**src/rtl/buffer_ram_stream_reader_if.sv**
```systemverilog
// Bundle of burst control, buffer RAM read port and output stream signals
// for buffer_ram_stream_reader.
interface buffer_ram_stream_reader_if #(
  parameter int DEPTHAD = 9,
  parameter int WIDTH   = 16
);
  logic               start;
  logic [DEPTHAD-1:0] base_addr;
  logic [DEPTHAD:0]   count;
  logic               busy;
  logic               done;
  logic [DEPTHAD-1:0] raddr;
  logic [WIDTH-1:0]   rdata;
  logic               out_valid;
  logic [WIDTH-1:0]   out_data;
  logic               out_last;
  logic               out_ready;

  modport master (
    input  start, base_addr, count, rdata, out_ready,
    output busy, done, raddr, out_valid, out_data, out_last
  );

  modport slave (
    output start, base_addr, count, rdata, out_ready,
    input  busy, done, raddr, out_valid, out_data, out_last
  );
endinterface

```
**src/rtl/buffer_ram_stream_reader.sv**
```systemverilog
// Burst read sequencer for a fixed-latency buffer RAM with a credit-limited output FIFO.
// Define BUFFER_READER_PERF_EN to add the stall_cycles backpressure counter.
module buffer_ram_stream_reader #(
  parameter int DEPTH        = 512,
  parameter int READ_LATENCY = 2,
  parameter int WIDTH        = 16,
  parameter int DEPTHAD      = $clog2(DEPTH),
  parameter int FIFO_DEPTH   = READ_LATENCY + 2
) (
  input  logic clk,
  input  logic rst_n,
  buffer_ram_stream_reader_if.master bus
`ifdef BUFFER_READER_PERF_EN
  ,
  output logic [31:0] stall_cycles
`endif
);
  localparam int CW   = $clog2(FIFO_DEPTH + 1);
  localparam int PW   = (FIFO_DEPTH > 1) ? $clog2(FIFO_DEPTH) : 1;
  localparam int CNTW = DEPTHAD + 1;
  localparam logic [CW-1:0]      FD_C      = CW'(FIFO_DEPTH);
  localparam logic [PW-1:0]      PTR_LAST  = PW'(FIFO_DEPTH - 1);
  localparam logic [DEPTHAD-1:0] LAST_ADDR = DEPTHAD'(DEPTH - 1);

  typedef enum logic [1:0] {IDLE, RUN, DRAIN, DONE} state_t;

  state_t             state_reg;
  logic [DEPTHAD-1:0] raddr_reg;
  logic [CNTW-1:0]    remaining_reg;
  logic [CW-1:0]      credit_reg;
  logic               busy_reg;
  logic               done_reg;

  logic [READ_LATENCY-1:0] tag_reg, tag_next;
  logic [READ_LATENCY-1:0] tlast_reg, tlast_next;

  logic [WIDTH-1:0] fifo_data [FIFO_DEPTH];
  logic             fifo_last [FIFO_DEPTH];
  logic [PW-1:0]    wr_ptr_reg, rd_ptr_reg;
  logic [CW-1:0]    occ_reg;

  logic issue, issue_last, push, push_last, pop;

  // Credits cover every word from issue to pop, so the FIFO always has room
  // for whatever the non-stallable RAM pipeline delivers.
  assign issue      = (state_reg == RUN) && (credit_reg < FD_C);
  assign issue_last = issue && (remaining_reg == CNTW'(1));
  assign push       = tag_reg[READ_LATENCY-1];
  assign push_last  = tlast_reg[READ_LATENCY-1];
  assign pop        = (occ_reg != '0) && bus.out_ready;

  assign tag_next[0]   = issue;
  assign tlast_next[0] = issue_last;
  genvar gi;
  generate
    for (gi = 1; gi < READ_LATENCY; gi++) begin : g_pipe
      assign tag_next[gi]   = tag_reg[gi-1];
      assign tlast_next[gi] = tlast_reg[gi-1];
    end
  endgenerate

  always_ff @(posedge clk or negedge rst_n) begin
    if (!rst_n) begin
      tag_reg   <= '0;
      tlast_reg <= '0;
    end else begin
      tag_reg   <= tag_next;
      tlast_reg <= tlast_next;
    end
  end

  always_ff @(posedge clk or negedge rst_n) begin
    if (!rst_n) begin
      state_reg     <= IDLE;
      raddr_reg     <= '0;
      remaining_reg <= '0;
      credit_reg    <= '0;
      busy_reg      <= 1'b0;
      done_reg      <= 1'b0;
    end else begin
      done_reg   <= 1'b0;
      credit_reg <= credit_reg + CW'(issue) - CW'(pop);
      case (state_reg)
        IDLE: begin
          if (bus.start) begin
            raddr_reg     <= bus.base_addr;
            remaining_reg <= bus.count;
            busy_reg      <= 1'b1;
            state_reg     <= (bus.count == '0) ? DONE : RUN;
          end
        end
        RUN: begin
          if (issue) begin
            raddr_reg     <= (raddr_reg == LAST_ADDR) ? '0 : raddr_reg + DEPTHAD'(1);
            remaining_reg <= remaining_reg - CNTW'(1);
            if (issue_last) state_reg <= DRAIN;
          end
        end
        DRAIN: begin
          if (credit_reg == '0) state_reg <= DONE;
        end
        DONE: begin
          done_reg  <= 1'b1;
          busy_reg  <= 1'b0;
          state_reg <= IDLE;
        end
        default: state_reg <= IDLE;
      endcase
    end
  end

  always_ff @(posedge clk or negedge rst_n) begin
    if (!rst_n) begin
      for (int i = 0; i < FIFO_DEPTH; i++) begin
        fifo_data[i] <= '0;
        fifo_last[i] <= 1'b0;
      end
      wr_ptr_reg <= '0;
      rd_ptr_reg <= '0;
      occ_reg    <= '0;
    end else begin
      if (push) begin
        fifo_data[wr_ptr_reg] <= bus.rdata;
        fifo_last[wr_ptr_reg] <= push_last;
        wr_ptr_reg <= (wr_ptr_reg == PTR_LAST) ? '0 : wr_ptr_reg + PW'(1);
      end
      if (pop) rd_ptr_reg <= (rd_ptr_reg == PTR_LAST) ? '0 : rd_ptr_reg + PW'(1);
      occ_reg <= occ_reg + CW'(push) - CW'(pop);
    end
  end

  assert property (@(posedge clk) disable iff (!rst_n) !(push && !pop && (occ_reg == FD_C)));

  assign bus.raddr     = raddr_reg;
  assign bus.busy      = busy_reg;
  assign bus.done      = done_reg;
  assign bus.out_valid = (occ_reg != '0);
  assign bus.out_data  = fifo_data[rd_ptr_reg];
  assign bus.out_last  = (occ_reg != '0) && fifo_last[rd_ptr_reg];

`ifdef BUFFER_READER_PERF_EN
  always_ff @(posedge clk or negedge rst_n) begin
    if (!rst_n) begin
      stall_cycles <= '0;
    end else if (state_reg == IDLE && bus.start) begin
      stall_cycles <= '0;
    end else if (busy_reg && (occ_reg != '0) && !bus.out_ready && (stall_cycles != '1)) begin
      stall_cycles <= stall_cycles + 32'd1;
    end
  end
`endif
endmodule

```
**src/flat_wrapper.sv**
```systemverilog
// flat-port wrapper written by rule: the top's interface ports become plain ports
module buffer_ram_stream_reader_flat 
#(
  parameter int DEPTH        = 512,
  parameter int READ_LATENCY = 2,
  parameter int WIDTH        = 16,
  parameter int DEPTHAD      = $clog2(DEPTH),
  parameter int FIFO_DEPTH   = READ_LATENCY + 2
)
  (clk, rst_n, bus_start, bus_base_addr, bus_count, bus_rdata, bus_out_ready, bus_busy, bus_done, bus_raddr, bus_out_valid, bus_out_data, bus_out_last);
  buffer_ram_stream_reader_if #(.DEPTHAD(DEPTHAD), .WIDTH(WIDTH)) bus_i ();
  input  logic clk;
  input  logic rst_n;
  input wire logic [$bits(bus_i.start)-1:0] bus_start;
  input wire logic [$bits(bus_i.base_addr)-1:0] bus_base_addr;
  input wire logic [$bits(bus_i.count)-1:0] bus_count;
  input wire logic [$bits(bus_i.rdata)-1:0] bus_rdata;
  input wire logic [$bits(bus_i.out_ready)-1:0] bus_out_ready;
  output wire logic [$bits(bus_i.busy)-1:0] bus_busy;
  output wire logic [$bits(bus_i.done)-1:0] bus_done;
  output wire logic [$bits(bus_i.raddr)-1:0] bus_raddr;
  output wire logic [$bits(bus_i.out_valid)-1:0] bus_out_valid;
  output wire logic [$bits(bus_i.out_data)-1:0] bus_out_data;
  output wire logic [$bits(bus_i.out_last)-1:0] bus_out_last;
  assign bus_i.start = bus_start;
  assign bus_i.base_addr = bus_base_addr;
  assign bus_i.count = bus_count;
  assign bus_i.rdata = bus_rdata;
  assign bus_i.out_ready = bus_out_ready;
  assign bus_busy = bus_i.busy;
  assign bus_done = bus_i.done;
  assign bus_raddr = bus_i.raddr;
  assign bus_out_valid = bus_i.out_valid;
  assign bus_out_data = bus_i.out_data;
  assign bus_out_last = bus_i.out_last;
  buffer_ram_stream_reader #(.DEPTH(DEPTH), .READ_LATENCY(READ_LATENCY), .WIDTH(WIDTH), .DEPTHAD(DEPTHAD), .FIFO_DEPTH(FIFO_DEPTH)) u_core (.clk(clk), .rst_n(rst_n), .bus(bus_i));
endmodule
```
**config.mk**
```make
export PLATFORM = sky130hd
export DESIGN_NAME = buffer_ram_stream_reader_flat
export DESIGN_NICKNAME = d
export VERILOG_FILES = /design/src/rtl/buffer_ram_stream_reader_if.sv /design/src/rtl/buffer_ram_stream_reader.sv /design/src/flat_wrapper.sv
export SDC_FILE = /design/constraint.sdc
export NUM_CORES = 1
export LEC_CHECK = 0
export CAP_MARGIN = 20
export CORE_MARGIN = 2
export CORE_UTILIZATION = 40
export DETAILED_ROUTE_END_ITERATION = 8
export PLACE_DENSITY = 0.63
export SLEW_MARGIN = 15
export SYNTH_ARGS = -nofsm -noshare
export SYNTH_HDL_FRONTEND = slang
export SYNTH_SLANG_ARGS = --single-unit
```
**constraint.sdc**
```tcl
create_clock -name clk -period 3.4 [get_ports clk]
set_clock_uncertainty 0.2 [all_clocks]
set_input_delay 0.68 -clock clk [delete_from_list [all_inputs] [get_ports clk]]
set_output_delay 0.68 -clock clk [all_outputs]
set_load 0.01 [all_outputs]
```
==> impl_metrics.env <==
export IMPL_final_min_clock_period_ns=3.05
export IMPL_slew_headroom=0.406
export IMPL_switching_power_uw=2100
export IMPL_cts_resized=0
export IMPL_portBuffers=67
export IMPL_crit_required_ns=2.52
export IMPL_synthArstFlopShare=1.00
export IMPL_critPathTopFamily="buffers and inverters"
export IMPL_cts_made_buffers=9
export IMPL_num_io_pins=68
export IMPL_setup_viol=0
export IMPL_clock_latency_ns=0.35
export IMPL_vdd_drop_max_uv=484
export IMPL_hold_class="reg2reg"
export IMPL_fin_crit_sh=0.896
export IMPL_hold_path_startpoint="u_core.tlast_reg[0]$_DFF_PN0_"
export IMPL_min_to="u_core.tlast_reg[1]$_DFF_PN0_"
export IMPL_avgViaCountPerCell=5.30
export IMPL_syn_area_per_cell_um2=13.1
export IMPL_wl_per_cell_um=16.4
export IMPL_fmax_mhz=328
export IMPL_clockBufferDepth=2
export IMPL_r2r_start="u_core.bus.raddr[0]$_DFFE_PN0P_"
export IMPL_cp_buffers_inverters=2
export IMPL_start_util=0.407
export IMPL_totalWireLength_um=10400
export IMPL_die_area_um2=13700
export IMPL_dr_wl_met2_um=5250
export IMPL_power_leakage_uw=0.00265
export IMPL_wl_met3_um=493
export IMPL_clk_pin_slew_ns=0.07
export IMPL_critPathKind="reg2out"
export IMPL_maxCapViolations=0
export IMPL_synth_flop_cell="dfrtp_1"
export IMPL_antenna_found_initial=0
export IMPL_gr_total_overflow=0
export IMPL_clock_power_share=0.193
export IMPL_hold_viol_final=0
export IMPL_dp_hpwl_um=7030
export IMPL_crit_chain="buf_4 -> mux4_2 -> clkdlybuf4s50_1"
export IMPL_synth_area_um2=5100
export IMPL_setup_tns_ns=0
export IMPL_cp_start_kind="flip-flop"
export IMPL_worst_pin_slew_ns=0.889
export IMPL_p_int_uw=4180
export IMPL_crit_slowest_cell="mux4_2"
export IMPL_crit_path_max_incr_delay_ns=0.55
export IMPL_power_per_cell_area_nw_per_um2=995
export IMPL_combPwrFrac=0.439
export IMPL_worstSetupEndpointType="output port"
export IMPL_die_w_um=117
export IMPL_globalplace_congestion=0.790
export IMPL_cts_root_buf="clkbuf_16"
export IMPL_layout_common_cells="dfrtp_1, mux2_2, clkdlybuf4s50_1"
export IMPL_cts_setup_buffers=0
export IMPL_nets=515
export IMPL_drt_first_pass_iters=4
export IMPL_hold_depth=0
export IMPL_core_um2=12500
export IMPL_worstPathMaxFanout=11
export IMPL_status="completed"
export IMPL_largest_reg_flops=64
export IMPL_synth_seq_cells=105
export IMPL_drive_above_1_share=0.251
export IMPL_final_common_cell="dfrtp_1"
export IMPL_pwr_share_seq=0.368
export IMPL_drc=0
export IMPL_antenna_cells=0
export IMPL_wl_met1_um=4480
export IMPL_r2r_setup_slack_ns=0.86
export IMPL_power_switching_share=0.334
export IMPL_r2r_end="u_core.bus.raddr[3]$_DFFE_PN0P_"
export IMPL_syn_nets=446
export IMPL_drv_slew=0
export IMPL_fp_dieH_um=117
export IMPL_yosysSeqAreaShare=0.516
export IMPL_dr_max_layer_used="met4"
export IMPL_cts_tree="done"
export IMPL_synth_cell_types=53
export IMPL_worstRegToRegCells=9
export IMPL_rows=41
export IMPL_grt_use_total=0.160
export IMPL_cts_sinks=105
export IMPL_grt_max_degree=57
export IMPL_vias=3363
export IMPL_holdWs_ns=0.150
export IMPL_htreeDepth=3
export IMPL_cp_data_arrival_time_ns=2.17
export IMPL_hold_buffers=0
export IMPL_grt_pass1_vias=3428
export IMPL_yosys_warnings=0
export IMPL_syn2layout_area_growth_pct=23.8
export IMPL_antenna_left=0
export IMPL_rsz0062_at_grt="false"
export IMPL_grt_pass1_wl_um=16900
export IMPL_synth_cells=388
export IMPL_synth_edf_count=0
export IMPL_drt_iter0_drc=113
## final cells by class
type                       instances  area [um^2]
fill                            1143         6210
sequential                       105         2630
multi-input combinational        249         2320
timing repair buffer              73          726
clock buffer                      10          229
tap                              172          215
clock inverter                     6          121
inverter                          19         71.3
## cell usage after synthesis, types with 2 or more instances
cell / instances / share of area
and2_1: 3 / 0.0037
inv_2: 2 / 0.0015
mux2_2: 69 / 0.15
dfrtp_1: 105 / 0.52
a21o_1: 2 / 0.0029
clkbuf_1: 3 / 0.0022
nor4_1: 2 / 0.0025
mux4_2: 17 / 0.075
nand4_1: 2 / 0.0025
o21ai_0: 21 / 0.021
a21oi_1: 6 / 0.0059
o211ai_1: 3 / 0.0044
o31ai_1: 2 / 0.0029
o21a_1: 2 / 0.0029
buf_2: 10 / 0.0098
nor4b_1: 2 / 0.0034
nand3_1: 7 / 0.0069
inv_1: 17 / 0.013
a211oi_1: 2 / 0.0029
nor2_1: 9 / 0.0066
fa_1: 2 / 0.0079
nand4b_1: 2 / 0.0034
nand2b_1: 5 / 0.0061
xnor2_1: 3 / 0.0052
mux2i_1: 6 / 0.012
and3_1: 2 / 0.0025
nor3_1: 9 / 0.0088
and4_1: 2 / 0.0034
buf_4: 2 / 0.0029
a22oi_1: 5 / 0.0074
o32a_1: 2 / 0.0039
nand2_1: 20 / 0.015
ha_1: 17 / 0.042
a2bb2oi_1: 2 / 0.0034
or2_2: 2 / 0.0025
nor2b_1: 3 / 0.0037
a32oi_1: 2 / 0.0034
## cell families after synthesis
logic type,count (synthesis),share of synthesized area
AO/OA/AOI/OAI,59,0.0786
XOR/XNOR,4,0.00688
adder cells (fa/ha/maj),19,0.0496
buffers and inverters,34,0.0290
flip-flops,105,0.516
multiplexers,92,0.239
AND/OR/NAND/NOR,75,0.0810
## power groups by stage
stage	combinational [uW]	sequential (uW)	clock, uW
2_1_floorplan	1880	2190	0
3_3_place_gp	2730	2290	0
3_5_place_dp	2790	2330	0
4_1_cts	2810	2310	1250
5_1_grt	3050	2400	1300
6_report	2760	2310	1210
## per-layer routing
layer  vias up  global-route usage
met5         -                   0
met4         0              0.0502
met3        13              0.0412
met2        88               0.277
met1      1694               0.199
li1       1568                   -
## worst max path at each step
stage	end	start	slack, ns	depth (start not counted)
2_1_floorplan	u_core.credit_reg[2]$_DFF_PN0_	u_core.occ_reg[1]$_DFF_PN0_	0.95	10
3_3_place_gp	u_core.credit_reg[2]$_DFF_PN0_	bus_out_ready	0.62	10
3_5_place_dp	u_core.credit_reg[2]$_DFF_PN0_	bus_out_ready	0.59	10
4_1_cts	bus_out_data[10]	u_core.rd_ptr_reg[0]$_DFFE_PN0P_	0.29	3
5_1_grt	bus_out_data[10]	u_core.rd_ptr_reg[0]$_DFFE_PN0P_	0.24	3
6_report	bus_out_data[10]	u_core.rd_ptr_reg[0]$_DFFE_PN0P_	0.35	3
## metrics by stage
step,util,worst slack [ns],instance area (um^2),power [uW],instances
global placement,0.476,0.619,5960,5020,618
floorplan,-,0.950,5100,4080,388
finish,0.504,0.355,6310,6280,634
CTS,0.504,0.291,6310,6360,634
detailed placement,0.476,0.589,5960,5120,618
global route,0.504,0.241,6310,6740,634
Note: power is estimated with default switching activity, not from simulation.
